[config.mk]
export PLATFORM = sky130hd
export DESIGN_NAME = hazard_ctrl
export DESIGN_NICKNAME = d
export VERILOG_FILES = /design/src/rtl/hazard_ctrl_pkg.sv /design/src/rtl/hazard_ctrl_detect.sv /design/src/rtl/hazard_ctrl.sv
export SDC_FILE = /design/constraint.sdc
export NUM_CORES = 1
export LEC_CHECK = 0
export CAP_MARGIN = 40
export CORE_AREA = 2 2 39 41
export CTS_BUF_LIST = sky130_fd_sc_hd__clkbuf_16
export DETAILED_ROUTE_END_ITERATION = 12
export DIE_AREA = 0 0 41 43
export GPL_TIMING_DRIVEN = 0
export PLACE_DENSITY = 0.74
export SYNTH_ARGS = -nofsm -noshare
export SYNTH_HDL_FRONTEND = slang
export SYNTH_SLANG_ARGS = --single-unit
[constraint.sdc]
create_clock -name CLK -period 1.29 [get_ports CLK]
set_input_delay 0.129 -clock CLK [delete_from_list [all_inputs] [get_ports CLK]]
set_output_delay 0.129 -clock CLK [all_outputs]
set_load 0.01 [all_outputs]
[src/rtl/hazard_ctrl_pkg.sv]
// Shared types for the pipeline hazard sequencer: FSM state,
// register-index type and the per-latch enable/flush pair.
package hazard_ctrl_pkg;

  localparam int HZ_REG_W = 5;

  typedef logic [HZ_REG_W-1:0] regbits_t;

  typedef enum logic [1:0] {
    RUN     = 2'd0,
    DWAIT   = 2'd1,
    HALTING = 2'd2,
    HALTED  = 2'd3
  } hzstate_t;

  // Control pair for one pipeline latch.
  typedef struct packed {
    logic en;
    logic flush;
  } pipe_ctrl_t;

  // Latch holds its contents.
  localparam pipe_ctrl_t LC_HOLD  = '{en: 1'b0, flush: 1'b0};
  // Latch captures the upstream stage.
  localparam pipe_ctrl_t LC_ADV   = '{en: 1'b1, flush: 1'b0};
  // Latch clears to a bubble.
  localparam pipe_ctrl_t LC_FLUSH = '{en: 1'b0, flush: 1'b1};
  // Both bits set: mem/wb during a data-cache wait, where flush wins.
  localparam pipe_ctrl_t LC_KILL  = '{en: 1'b1, flush: 1'b1};

endpackage

[src/rtl/hazard_ctrl_detect.sv]
// Load-use comparator: the load in execute writes a register that the
// instruction in decode reads. Register 0 is never a real dependency.
module hazard_detect #(
  parameter int REG_W = 5
) (
  input  logic             dREN_E,
  input  logic [REG_W-1:0] wsel_E,
  input  logic [REG_W-1:0] rs_D,
  input  logic [REG_W-1:0] rt_D,
  output logic             stall
);

  assign stall = dREN_E && (wsel_E != '0) &&
                 ((wsel_E == rs_D) || (wsel_E == rt_D));

endmodule

[src/rtl/hazard_ctrl.sv]
// Central pipeline sequencer for the 5-stage CPU. Drives pc/fd/de/em/mw
// enables and flushes and sequences data-cache waits and the halt drain.
// Optional statistics counters: define HAZARD_CTRL_STATS_EN.
module hazard_ctrl
  import hazard_ctrl_pkg::*;
#(
  parameter int REG_W = 5,
  parameter int CNT_W = 32
) (
  input  logic             CLK,
  input  logic             RST,
  input  logic             ihit,
  input  logic             dhit,
  input  logic             dREN_M,
  input  logic             dWEN_M,
  input  logic             dREN_E,
  input  logic [REG_W-1:0] wsel_E,
  input  logic [REG_W-1:0] rs_D,
  input  logic [REG_W-1:0] rt_D,
  input  logic             redirect_E,
  input  logic             halt_M,
  input  logic             halt_W,
  output logic             pc_en,
  output logic             fd_en,
  output logic             fd_flush,
  output logic             de_en,
  output logic             de_flush,
  output logic             em_en,
  output logic             em_flush,
  output logic             mw_en,
  output logic             mw_flush,
  output logic             halt
`ifdef HAZARD_CTRL_STATS_EN
  ,
  output logic [CNT_W-1:0] stall_cnt,
  output logic [CNT_W-1:0] flush_cnt,
  output logic [CNT_W-1:0] dwait_cnt
`endif
);

  typedef logic [CNT_W-1:0] cnt_t;

  hzstate_t   state, state_nxt;
  logic       halt_q;
  logic       load_use;
  logic       dmem_wait;
  logic       mem_busy;
  logic       redirect_fl;
  pipe_ctrl_t fd_c, de_c, em_c, mw_c;

  hazard_detect #(.REG_W(REG_W)) u_detect (
    .dREN_E (dREN_E),
    .wsel_E (wsel_E),
    .rs_D   (rs_D),
    .rt_D   (rt_D),
    .stall  (load_use)
  );

  // An access issued this cycle that has not completed.
  assign dmem_wait = (dREN_M || dWEN_M) && !dhit;
  // Memory stage is still blocked, including the cycles spent in DWAIT.
  assign mem_busy  = dmem_wait || ((state == DWAIT) && !dhit);

  // State register and registered halt flag.
  always_ff @(posedge CLK) begin
    if (RST) begin
      state  <= RUN;
      halt_q <= 1'b0;
    end else begin
      state <= state_nxt;
      if ((state == HALTING) && halt_W) halt_q <= 1'b1;
    end
  end

  // Next state: a pending memory access is always resolved before the
  // halt drain begins, so a store ahead of the halt still completes.
  always_comb begin
    state_nxt = state;
    unique case (state)
      RUN: begin
        if (dmem_wait)   state_nxt = DWAIT;
        else if (halt_M) state_nxt = HALTING;
      end
      DWAIT: begin
        if (dhit) state_nxt = halt_M ? HALTING : RUN;
      end
      HALTING: begin
        if (halt_W) state_nxt = HALTED;
      end
      HALTED: state_nxt = HALTED;
    endcase
  end

  // Output mux. In DWAIT the hit cycle falls through to the RUN rules so
  // the completed access advances into writeback without an extra cycle.
  always_comb begin
    pc_en       = 1'b0;
    fd_c        = LC_HOLD;
    de_c        = LC_HOLD;
    em_c        = LC_HOLD;
    mw_c        = LC_HOLD;
    redirect_fl = 1'b0;
    unique case (state)
      RUN, DWAIT: begin
        if (mem_busy) begin
          mw_c = LC_KILL;
        end else if (redirect_E) begin
          // Redirect wins over load-use and icache miss: the younger
          // slots are discarded and fetch restarts at the target.
          pc_en       = 1'b1;
          fd_c        = LC_FLUSH;
          de_c        = LC_FLUSH;
          em_c        = LC_ADV;
          mw_c        = LC_ADV;
          redirect_fl = 1'b1;
        end else if (load_use || !ihit) begin
          de_c = LC_FLUSH;
          em_c = LC_ADV;
          mw_c = LC_ADV;
        end else begin
          pc_en = 1'b1;
          fd_c  = LC_ADV;
          de_c  = LC_ADV;
          em_c  = LC_ADV;
          mw_c  = LC_ADV;
        end
      end
      HALTING: begin
        if (dmem_wait) begin
          mw_c = LC_KILL;
        end else begin
          fd_c = LC_FLUSH;
          de_c = LC_FLUSH;
          em_c = LC_FLUSH;
          mw_c = LC_ADV;
        end
      end
      HALTED: ;
    endcase
  end

  assign fd_en    = fd_c.en;
  assign fd_flush = fd_c.flush;
  assign de_en    = de_c.en;
  assign de_flush = de_c.flush;
  assign em_en    = em_c.en;
  assign em_flush = em_c.flush;
  assign mw_en    = mw_c.en;
  assign mw_flush = mw_c.flush;
  assign halt     = halt_q;

`ifdef HAZARD_CTRL_STATS_EN
  cnt_t stall_q, flush_q, dwait_q;

  // Saturating statistics counters, frozen once the CPU has halted.
  always_ff @(posedge CLK) begin
    if (RST) begin
      stall_q <= '0;
      flush_q <= '0;
      dwait_q <= '0;
    end else if (state != HALTED) begin
      if ((state == RUN) && !pc_en && (stall_q != '1))
        stall_q <= stall_q + cnt_t'(1);
      if (redirect_fl && (flush_q != '1))
        flush_q <= flush_q + cnt_t'(1);
      if ((state == DWAIT) && (dwait_q != '1))
        dwait_q <= dwait_q + cnt_t'(1);
    end
  end

  assign stall_cnt = stall_q;
  assign flush_cnt = flush_q;
  assign dwait_cnt = dwait_q;
`endif

endmodule

==> impl_metrics.csv <==
group,metric,value,unit
pwr,p_leak,0.000397,µW
floorplan,die_w,41,µm
logic_synthesis,synth_area_per_cell,7.13,µm²
timing,slew_viol_final,0,
routing,drtIter0Drc,11,
routing,vias_per_cell,4.75,
setup_path,cp_num_buf_inv,2,
pwr,p_per_area,1010,nW/µm²
logic_synthesis,syn_inst,47,
layout,multiInputGateArea,315,µm²
floorplan,die_y,43,µm
cts,clkTransAtPathRegs,0.03,ns
grt,antenna_found_initial,0,
cts,cts_buffers,3,
setup_path,critPathMaxStageDelay,0.53,ns
timing,post-route-min-period,1.44,ns
grt,grt_pass1_vias,462,
placed_design,place_ws,-0.970,ns
placed_design,dp_hpwl,816,µm
cts,clk_path_buf_depth,2,
cts,cts_max_level,1,
cts,clk_latency,0.22,ns
run,drv_cap,0,
logic_synthesis,yosys.area.top_type,"xnor2_1",
cts,cts_tree,"yes",
placed_design,place_inst,97,
layout,fillers,131,
layout,diodes,0,
logic_synthesis,synth_top_area_share,26.1,%
layout,syn_to_final_growth,147,%
layout,regArea,65.1,µm²
routing,drc,0,
layout,stdcell_count,104,
outcome,violations,"setup timing",
outcome,outcome,"finished with violations",
placed_design,portBuffers,34,
setup_path,path_delay_family,"simple AND/OR/NAND/NOR gates",
routing,vias,494,
logic_synthesis,seq_area_frac_synth,17.9,%
setup_path,crit_path_max_fanout,3,
logic_synthesis,yosys_warnings,0,
layout,final_common_cell,"dlygate4sd2_1",
layout,design_area,827,µm²
setup_path,worst_path_max_delay_cell,"or4_4",
routing,wirelength,1200,µm
timing,hold_viol,0,
floorplan,num_rows,14,
placed_design,placed_area,704,µm²
setup_path,crit_chain,"buf_8, or4_4, o21a_1, a31o_1, buf_2",
layout,final_cell_mix,"dlygate4sd2_1, xnor2_1, buf_2, clkdlybuf4s50_1",
cts,cts_sinks,3,
timing,fin_ws,-0.154,ns
layout,fin_nets,114,
setup_path,worstPathRequired,1.16,ns
pwr,finalPower,839,µW
timing,whs,0.479,ns
floorplan,pin_count,35,
timing,timing.fmax,693,MHz
grt,grt_pass1_wl,1730,µm
setup_path,path_class,"input pin to primary output",
logic_synthesis,netlist_area,335,µm²
timing,tightest_slew,0.200,ns
logic_synthesis,yosys_register_bits,3,
floorplan,die_area,1760,µm²
logic_synthesis,synth.distinct_cells,20,
routing,first_pass_iters,4,
timing,final-setup-viol-count,4,
placed_design,gp_congestion,0.641,
pwr,vdd_drop_max,0.668,mV
worst_hold_path,hold_path_class,"flip-flop to flip-flop",
timing,fin_skew,0.00130,ns
grt,grt_overflow_total,0,
setup_path,cp.arrival,1.31,ns
floorplan,initial_core_util,24.2,%
cts,root_buffer,"clkbuf_16",
floorplan,core,1380,µm²
setup_path,end_kind,"primary output",
timing,maxSlewHeadroom,86.6,%
grt,grt_usage,15.1,%
timing,min_period_over_period,112,%
logic_synthesis,synthTopCellsByArea,"xnor2_1, dfxtp_1, o21ba_2, nor2_1, a21oi_1",
routing,route.antenna.remaining_nets,0,
layout,layout-drive-gt1-share,34.1,%
routing,wl_per_cell,11.5,µm
grt,grt_start_max_net_pins,9,
timing,rsz0062_at_grt,"yes",
setup_path,cp-start-kind,"input pin",
logic_synthesis,synth_nets,72,
## cell families (layout without fill, tap and decap cells)
family / after synthesis / count (layout) / synth area share [%]
XOR/XNOR: 10 / 10 / 26.1
buffers and inverters: 4 / 45 / 5.60
AO/OA/AOI/OAI: 13 / 13 / 26.9
AND/OR/NAND/NOR: 17 / 17 / 23.5
flip-flops: 3 / 3 / 17.9
## cell type report
class	count	area share, %
inverters	3	1.36
repair buffers	37	39.8
clock buffers	3	9.08
plain buffers	1	0.908
well taps	16	2.42
clock inverters	1	0.454
multi-input cells	40	38.1
flip-flops and latches	3	7.87
## metal layers
metal / vias to the layer above / GRT usage, % / part of all wire [%]
met5: - / 0 / 0
met4: 0 / 10.0 / 2.8
met3: 4 / 6.81 / 7.9
met2: 28 / 23.8 / 53
met1: 218 / 15.0 / 36
li1: 244 / - / -
## power breakdown
| part | internal (µW) | switching [µW] | total [µW] |
|---|---|---|---|
| Sequential | 101 | 9.01 | 110 |
| Clock | 400 | 84.1 | 484 |
| Combinational | 144 | 101 | 245 |
## timing repair
| item | 4_1_cts | 5_1_grt |
|---|---|---|
| resized for setup | 69 | 9 |
| hold buffers | 0 | 0 |
| endpoints found under the setup margin | 9 | 7 |
| pin swaps | 14 | 12 |
| setup buffers | 3 | 0 |
## Yosys cell counts
cell,count
o21ba_2,2
nor3_1,2
or2_2,1
or4_1,1
nand2_1,4
a31oi_1,2
o21ai_0,1
buf_4,1
nand2b_1,1
nand3_1,3
a211oi_1,1
dfxtp_1,3
inv_1,3
a31o_1,1
a21oi_1,3
o22ai_1,1
o21a_1,1
a21o_1,1
nor2_1,5
xnor2_1,10
## worst paths after layout
| path | to | depth (start not counted) | slack (ns) | start |
|---|---|---|---|---|
| setup / recovery | de_flush | 5 | -0.15 | wsel_E[4] |
| hold / removal | halt | 2 | 0.48 | halt |
| setup reg to reg | state[1] | 4 | 0.28 | state[0] |
| hold reg to reg | halt | 2 | 0.48 | halt |
## per-stage QoR
step / setup TNS, ns / utilization [%]
after detailed placement: -5.26 / 50.9
after global placement: -5.21 / 50.9
after floorplan: -0.0207 / -
after CTS: -0.597 / 57.4
final: -0.495 / 59.8
after global routing: -0.800 / 59.8
## worst reg2reg max path, stage by stage, from the launching register on
cell and delay, ns:
dfxtp_4 0.35, nor3_4 0.04, or2_2 0.29, a21oi_1 0.17
nor2_1 0.05
## registers in the layout (all words and copies together) (netlist names)
register,count
state,2
halt,1
No activity file was read; power rests on OpenSTA's default activity.
